$ cat src/rtl/weight_fetch_ctrl.sv
// Read sequencer for the packed weight SRAM: streams a contiguous word range to the
// weight loader through a small credit-managed FIFO that hides the SRAM read latency.
module weight_fetch_ctrl #(
  parameter int ADDR_WIDTH = 17,
  parameter int DATA_WIDTH = 100,
  parameter int LEN_WIDTH  = 15,
  parameter int MEM_WORDS  = 20001,
  parameter int FIFO_DEPTH = 4
) (
  input  logic                  clk,
  input  logic                  rst,
  input  logic                  start,
  input  logic [ADDR_WIDTH-1:0] base_addr,
  input  logic [LEN_WIDTH-1:0]  num_words,
  output logic                  busy,
  output logic                  done,
  output logic                  err,
  output logic                  sram_csb,
  output logic [ADDR_WIDTH-1:0] sram_raddr,
  input  logic [DATA_WIDTH-1:0] sram_rdata,
  output logic                  w_valid,
  input  logic                  w_ready,
  output logic [DATA_WIDTH-1:0] w_data,
  output logic                  w_last
);

  localparam int CNT_W = $clog2(FIFO_DEPTH + 1);
  localparam int PTR_W = (FIFO_DEPTH > 1) ? $clog2(FIFO_DEPTH) : 1;
  localparam int CHK_W = LEN_WIDTH + ADDR_WIDTH + 1;

  typedef enum logic [1:0] {S_IDLE, S_FETCH, S_DRAIN} state_t;

  state_t                state_q, state_d;
  logic [ADDR_WIDTH-1:0] base_q, base_d;
  logic [LEN_WIDTH-1:0]  len_q, len_d;
  logic [LEN_WIDTH-1:0]  issued_q, issued_d;
  logic [LEN_WIDTH-1:0]  sent_q, sent_d;
  logic                  csb_q, csb_d;
  logic [ADDR_WIDTH-1:0] raddr_q, raddr_d;
  logic                  rd_pend_q, rd_pend_d;
  logic                  busy_q, busy_d;
  logic                  done_q, done_d;
  logic                  err_q, err_d;
  logic [CNT_W-1:0]      count_q, count_d;
  logic [PTR_W-1:0]      wr_ptr_q, wr_ptr_d;
  logic [PTR_W-1:0]      rd_ptr_q, rd_ptr_d;
  logic [DATA_WIDTH-1:0] fifo_mem [FIFO_DEPTH];

  logic             push, pop, credit_ok, range_bad;
  logic [1:0]       inflight;

  function automatic logic [PTR_W-1:0] ptr_inc(input logic [PTR_W-1:0] p);
    return (p == PTR_W'(FIFO_DEPTH - 1)) ? '0 : p + PTR_W'(1);
  endfunction

  assign w_valid    = (count_q != '0);
  assign w_data     = fifo_mem[rd_ptr_q];
  assign w_last     = w_valid && (sent_q == len_q - LEN_WIDTH'(1));
  assign busy       = busy_q;
  assign done       = done_q;
  assign err        = err_q;
  assign sram_csb   = csb_q;
  assign sram_raddr = raddr_q;

  // Data returned this cycle belongs to the read issued last cycle.
  assign push      = rd_pend_q;
  assign pop       = w_valid && w_ready;
  assign inflight  = {1'b0, ~csb_q} + {1'b0, rd_pend_q};
  assign credit_ok = ((CNT_W + 1)'(count_q) + (CNT_W + 1)'(inflight)) < (CNT_W + 1)'(FIFO_DEPTH);
  assign range_bad = (CHK_W'(base_addr) + CHK_W'(num_words)) > CHK_W'(MEM_WORDS);

  always_comb begin
    state_d   = state_q;
    base_d    = base_q;
    len_d     = len_q;
    issued_d  = issued_q;
    sent_d    = sent_q;
    csb_d     = 1'b1;
    raddr_d   = raddr_q;
    rd_pend_d = ~csb_q;
    busy_d    = busy_q;
    done_d    = 1'b0;
    err_d     = 1'b0;
    count_d   = count_q + CNT_W'(push) - CNT_W'(pop);
    wr_ptr_d  = push ? ptr_inc(wr_ptr_q) : wr_ptr_q;
    rd_ptr_d  = pop ? ptr_inc(rd_ptr_q) : rd_ptr_q;
    if (pop) begin
      sent_d = sent_q + LEN_WIDTH'(1);
    end

    case (state_q)
      S_IDLE: begin
        if (start) begin
          if (range_bad) begin
            err_d = 1'b1;
          end else if (num_words == '0) begin
            done_d = 1'b1;
          end else begin
            // The FIFO is always empty in IDLE, so the first read can go out at once.
            base_d   = base_addr;
            len_d    = num_words;
            issued_d = LEN_WIDTH'(1);
            sent_d   = '0;
            csb_d    = 1'b0;
            raddr_d  = base_addr;
            busy_d   = 1'b1;
            state_d  = S_FETCH;
          end
        end
      end
      S_FETCH: begin
        if ((issued_q < len_q) && credit_ok) begin
          csb_d    = 1'b0;
          raddr_d  = base_q + ADDR_WIDTH'(issued_q);
          issued_d = issued_q + LEN_WIDTH'(1);
        end
        if (issued_d == len_q) begin
          state_d = S_DRAIN;
        end
      end
      S_DRAIN: begin
        if (pop && w_last) begin
          state_d = S_IDLE;
          done_d  = 1'b1;
          busy_d  = 1'b0;
        end
      end
      default: state_d = S_IDLE;
    endcase
  end

  always_ff @(posedge clk) begin
    if (rst) begin
      state_q   <= S_IDLE;
      base_q    <= '0;
      len_q     <= '0;
      issued_q  <= '0;
      sent_q    <= '0;
      csb_q     <= 1'b1;
      raddr_q   <= '0;
      rd_pend_q <= 1'b0;
      busy_q    <= 1'b0;
      done_q    <= 1'b0;
      err_q     <= 1'b0;
      count_q   <= '0;
      wr_ptr_q  <= '0;
      rd_ptr_q  <= '0;
    end else begin
      state_q   <= state_d;
      base_q    <= base_d;
      len_q     <= len_d;
      issued_q  <= issued_d;
      sent_q    <= sent_d;
      csb_q     <= csb_d;
      raddr_q   <= raddr_d;
      rd_pend_q <= rd_pend_d;
      busy_q    <= busy_d;
      done_q    <= done_d;
      err_q     <= err_d;
      count_q   <= count_d;
      wr_ptr_q  <= wr_ptr_d;
      rd_ptr_q  <= rd_ptr_d;
    end
  end

  genvar gi;
  generate
    for (gi = 0; gi < FIFO_DEPTH; gi++) begin : g_fifo
      always_ff @(posedge clk) begin
        if (rst) begin
          fifo_mem[gi] <= '0;
        end else if (push && (wr_ptr_q == PTR_W'(gi))) begin
          fifo_mem[gi] <= sram_rdata;
        end
      end
    end
  endgenerate

endmodule

$ cat config.mk
export PLATFORM = sky130hd
export DESIGN_NAME = weight_fetch_ctrl
export DESIGN_NICKNAME = d
export VERILOG_FILES = /design/src/rtl/weight_fetch_ctrl.sv
export SDC_FILE = /design/constraint.sdc
export NUM_CORES = 1
export LEC_CHECK = 0
export CORE_MARGIN = 5
export CORE_UTILIZATION = 50
export DETAILED_ROUTE_END_ITERATION = 7
export GPL_ROUTABILITY_DRIVEN = 0
export MAX_ROUTING_LAYER = met4
export PLACE_DENSITY_LB_ADDON = 0.15
export SYNTH_ARGS = -nofsm -noshare
export SYNTH_HDL_FRONTEND = slang
export SYNTH_SLANG_ARGS = --single-unit
$ cat constraint.sdc
create_clock -name clk -period 12.9 [get_ports clk]
set_input_delay 2.58 -clock clk [delete_from_list [all_inputs] [get_ports clk]]
set_output_delay 2.58 -clock clk [all_outputs]
set_load 0.05 [all_outputs]
==> results of run 1 <==
## final timing paths
path | startpoint | end | slack (ns)
worst max register to register | sram_csb$_SDFF_PP1_ | state_q[0]$_SDFFE_PP0P_ | 9.13
worst max-delay path | len_q[1]$_SDFFE_PP0P_ | w_last | 5.83
worst min register to register | sram_raddr[8]$_SDFFE_PP0P_ | sram_raddr[8]$_SDFFE_PP0P_ | 0.46
worst min-delay path | sram_raddr[8]$_SDFFE_PP0P_ | sram_raddr[8]$_SDFFE_PP0P_ | 0.46
## routing by layer
metal | up-vias | routed length (um) | GRT usage
li1 | 7123 | - | -
met1 | 7537 | 24600 | 0.296
met2 | 410 | 28900 | 0.375
met3 | 104 | 3270 | 0.0388
met4 | 0 | 1710 | 0.0700
met5 | - | 0 | -
## critical path, stage by stage (launching register included)
cell and delay [ns]:
dfxtp_1 0.38, inv_1 0.20, ha_1 0.23, or3b_2 0.50, or4_1 0.55, nor4_1 0.28, xnor2_1 0.17, nand4_1 0.14
nor4_1 0.52, clkdlybuf4s50_1 0.92
## stage by stage
stage	instance area, um^2	cells	setup WS (ns)
2_1_floorplan	23800	1822	6.55
3_3_place_gp	26900	2606	6.01
3_5_place_dp	26900	2606	5.93
4_1_cts	28500	2700	5.79
5_1_grt	28500	2706	5.57
6_report	28500	2706	5.83
## state kept, by name (all words and copies together), names as in the netlist, named ones only
signal      count
wr_ptr_q        2
issued_q       15
push            1
base_q         17
sent_q         15
fifo_mem      400
rd_ptr_q        2
busy            1
count_q         3
sram_raddr     17
err             1
state_q         2
done            1
len_q          15
sram_csb        1
## logic make-up after synthesis
group | Yosys count | share of synthesized area
DFF | 495 | 0.584
and+or+nand+nor | 715 | 0.167
xor gates and xnor gates | 79 | 0.0290
adders and majority gates | 59 | 0.0319
AOI/OAI and AO/OA | 189 | 0.0540
muxes | 136 | 0.110
buffers and inverters | 149 | 0.0246
## report_power, final
group	switching (uW)	internal (uW)
Sequential	54.9	1790
Clock	606	803
Combinational	649	411
Total	1310	3000
## final cells by class
class | instances | area share
antenna | 6 | 0.000526
clock buffer | 71 | 0.0481
clock inverter | 23 | 0.00702
inverter | 43 | 0.00566
multi-input combinational | 1178 | 0.329
sequential | 495 | 0.488
tap | 615 | 0.0270
timing repair buffer | 275 | 0.0948
## cell usage in the layout (no fill, tap or decap), types with 22 or more instances in the layout
master / count
nor2_1: 107
dfxtp_1: 93
a21oi_1: 56
clkbuf_16: 52
and2_1: 403
xor2_1: 31
o21ai_0: 22
xnor2_1: 48
mux2i_1: 36
clkdlybuf4s50_1: 257
nand3_1: 27
nand2_1: 68
inv_1: 42
nor3_1: 30
mux4_2: 100
edfxtp_1: 400
ha_1: 56
==> metrics.txt, run 1 <==
Power Dens Cells 151 nW/um^2; maximum clock path buffer count 3; max_cap viols 0; Iter 0 DRT Violations 1132; hpwl dp 36.2 mm; Cells on Worst Hold Path 2; Final ANT Viol Nets 0; DR pass1 iterations 5; count leader, synth and2_1; CTS buffer count 52; Max FO, Critical Path 6; fin crit share 0.548; EDFF count, synth 400; layout cells sized above 1 0.0993; hold buffers post-CTS 0; r2r worst-path depth 12; area leader, netlist edfxtp_1; GRT Total Usage 0.229; Worst EP required 10.32 ns; clock sinks 495; worst vdd ir 0.0892 mV; Multi-input gate area 9380 um^2; synth top area cells edfxtp_1 50%, and2_1 11%, mux4_2 9.5%, dfxtp_1 8.0%, ha_1 2.9%; RSZ-0062 raised after global routing no; Unique masters post-synth 67; Worst slew margin 0.338; Period minus WS final 7.07 ns; post-layout util 0.601; via/cell ratio 5.61; DRC errors left 0; wire length of the first global-routing pass 91.0 mm; hold_ws 0.456 ns; final setup fails 0; Resized cells post-CTS 0; Setup crit start kind flip-flop; Critical Path Sink Type output port; Vias 15200; Post-Syn Area 23800 um^2; postcts setup bufs 0; Yosys top cell area share 0.504; Die Wd 228 um; syn_nets 2017; # IOs 259; Worst-path clk slew 0.06 ns; CTS tree done; Post-synth top cells 403 x and2_1, 400 x edfxtp_1, 111 x nor2_1; Overflow after GRT 0; status finished, final reports clean; number of port buffers 258; final-stage net count 2240; Register Area 13900 um^2; top_reg_cell synth edfxtp_1; Clock Skew 0.0146 ns; total core area 47400 um^2; fillers 3762; Die Area 52100 um^2; Worst-Skew Late Latency 0.59 ns; FMAX 141 MHz; final hold vios 0; pins over their slew limit 0; H-tree lvl count 2; Area growth, synth to finish 19.8%; worst hold path class reg -> reg; Routed WL per cell 21.6 um; Yosys Warn Count 0; final WL 58.4 mm; initial antenna violation count 6; Die H 228 um; asr flop ratio synth 0; Mapped Cells 1822; Slew @ Worst Pin 0.993 ns; syn_area_per_cell 13.1 um^2; vias in the first global route 15600; sequential element share of the synthesized area 0.584; setup_tns 0 ns; number of synthesized register bits 495; total power 4310 uW; num rows 80; leak pwr 0.0102 uW; largest net degree at the start of global routing 80; Initial Util 0.502; clk root buf clkbuf_16; Crit Path Category reg -> out; crit path DAT 4.49 ns
No activity file was read; power rests on OpenSTA's default activity.
==> inputs of run 2 (changes only) <==
Clock period 12.9 ns to 6.37 ns, I/O delays scaled along.
==> run 2 against run 1 <==
Clock-buffer cell count down 11. Flip-flop and latch count unchanged. Wire length up 1.2%. Cell count up 0.30%. Clock power rose by 120%. Die area did not move. Critical path type unchanged. Largest cell class unchanged.
==> metrics.txt, run 2 (synthesis gave the netlist of run 1 again) <==
final hold vios 0 (unchanged); Comb pwr share 0.239 (-0.007); Slew @ Worst Pin 1.03 ns (+0.0364 ns); commonest non-fill, non-tap cell in the layout and2_1; DR pass1 iterations 5 (unchanged); most flop-heavy register fifo_mem; GRT Total Usage 0.231 (+0.00188); post-layout instance area 28800 um^2 (+0.82%); final WL 59.1 mm (+1.2%); Routed WL per cell 21.8 um (+0.89%); Worst-Skew Late Latency 0.59 ns (about the same); critical path's top delay family simple AND/OR/NAND/NOR gates; max_cap viols 0 (unchanged); Final ANT Viol Nets 0 (unchanged); fin crit share 0.888; layout cells sized above 1 0.111 (+0.0120); status finished, final reports clean; clock sinks 495 (unchanged); final-stage net count 2248 (+0.36%); number of port buffers 258 (unchanged); max incr delay on CP 0.92 ns (about the same); Die Wd 228 um (unchanged); leak pwr 0.0104 uW (+1.4%); Resized cells post-CTS 0 (unchanged); Initial Util 0.502 (unchanged); Period minus WS final 5.66 ns; Placed Instance Area 27000 um^2 (+0.30%); sequential power share 0.417 (-0.010); CTS buffer count 51 (-1.9%); max FFs per register 400 (unchanged); critical-path cell list inv_1, ha_1, or3b_2, or4_1, nor4_1, xnor2_1, nand4_1, nor4_1, clkdlybuf4s50_1; Die Area 52100 um^2 (unchanged); setup_tns 0 ns (unchanged); Worst-path clk slew 0.06 ns (about the same); NetSw 2690 uW (+110%); Cells on Worst Hold Path 2 (unchanged); Max FO, Critical Path 6 (unchanged); P_int 6300 uW (+110%); pins over their slew limit 0 (unchanged); final setup fails 0 (unchanged); Clock Power Share 0.344 (+0.017); worst hold path class reg -> reg; worst vdd ir 0.230 mV (+160%); fillers 3786 (+0.64%); Crit Path Category reg -> out; vias in the first global route 15800 (+0.89%); Setup crit start kind flip-flop; hold buffers post-CTS 0 (unchanged); Power Dens Cells 313 nW/um^2 (+110%); CTS tree done; maximum clock path buffer count 3 (unchanged); FMAX 177 MHz; num rows 80 (unchanged); largest net degree at the start of global routing 61 (-24%); Critical Path Sink Type output port; via/cell ratio 5.68 (+1.2%); wire length of the first global-routing pass 92.0 mm (+1.1%); hpwl dp 37.1 mm (+2.6%); # IOs 259 (unchanged); most frequent cells in the layout 403 x and2_1, 400 x edfxtp_1, 257 x clkdlybuf4s50_1; CP bufs+invs 2 (unchanged); clk root buf clkbuf_16; Max stage delay cell, worst path clkdlybuf4s50_1; crit path DAT 4.38 ns (-0.11 ns); total core area 47400 um^2 (unchanged); postcts setup bufs 0 (unchanged); Vias 15400 (+1.5%); H-tree lvl count 2 (unchanged); Area growth, synth to finish 20.7%; Iter 0 DRT Violations 1117 (-1.3%); Die H 228 um (unchanged); logic depth of the worst path, buffers included 9 (unchanged); Overflow after GRT 0 (unchanged); r2r worst-path depth 12 (unchanged); Worst slew margin 0.314 (-0.0243); switch share 0.299 (-0.00434); RSZ-0062 raised after global routing no; DRC errors left 0 (unchanged); Worst EP required 5.10 ns (-5.22 ns); Clock Skew 0.0153 ns (+0.000645 ns); hold_ws 0.449 ns (-0.00675 ns); pre-CTS setup slack 1.03 ns (-4.90 ns); most used cell, CP nor4_1; final worst slack 0.714 ns (-5.11 ns); initial antenna violation count 5 (-1)
run 2: changes by cell type in the layout (fill, tap and decap cells not counted):
cell	previous run	this run
inv_6	2	0
clkinv_2	2	15
clkbuf_16	52	51
buf_12	0	1
buf_4	17	25
bufinv_16	3	9
clkinv_8	1	2
clkinvlp_4	1	2
clkinv_1	12	5
diode_2	6	5
clkinvlp_2	1	0
clkbuf_1	19	9
run 2: through the flow:
stage | utilization | instances | power [uW]
finish | 0.606 | 2714 | 9000
global route | 0.606 | 2714 | 9340
CTS | 0.606 | 2709 | 9090
detailed placement | 0.569 | 2615 | 5990
global placement | 0.569 | 2615 | 5970
floorplan | - | 1822 | 5260
run 2: power by group through the flow:
stage | Sequential [uW] | Clock [uW] | Combinational [uW]
2_1_floorplan | 3770 | 0 | 1490
3_3_place_gp | 3810 | 0 | 2160
3_5_place_dp | 3820 | 0 | 2170
4_1_cts | 3750 | 3170 | 2180
5_1_grt | 3770 | 3300 | 2270
6_report | 3750 | 3090 | 2150
run 2: routing by layer:
| layer | vias to the layer above | global-route usage | wire [um] |
|---|---|---|---|
| met5 | - | - | 0 |
| met4 | 0 | 0.0649 | 1530 |
| met3 | 95 | 0.0399 | 3400 |
| met2 | 451 | 0.381 | 29400 |
| met1 | 7727 | 0.298 | 24800 |
| li1 | 7130 | - | - |
run 2: area by class of cell:
cell class                      count  area (um^2)  share of cell area
Tap cell                          615          769              0.0268
Timing Repair Buffer              284         2790              0.0968
Antenna cell                        5         12.5            0.000435
Multi-Input combinational cell   1178         9380               0.326
Sequential cell                   495        13900               0.484
Clock inverter                     34          420              0.0146
Clock buffer                       60         1310              0.0455
Inverter                           43          161             0.00561
run 2: worst paths after layout:
kind	startpoint	end	slack (ns)
setup / recovery	len_q[1]$_SDFFE_PP0P_	w_last	0.71
hold / removal	sram_raddr[8]$_SDFFE_PP0P_	sram_raddr[8]$_SDFFE_PP0P_	0.45
setup reg to reg	sram_csb$_SDFF_PP1_	state_q[0]$_SDFFE_PP0P_	2.46
hold reg to reg	sram_raddr[8]$_SDFFE_PP0P_	sram_raddr[8]$_SDFFE_PP0P_	0.45
run 2: worst min-delay path: cells and delay by family, from the launching register on:
kind,cells,cell delay [ns]
AND/OR/NAND/NOR,1,0.05
AO/OA/AOI/OAI,1,0.05
flip-flops,1,0.31
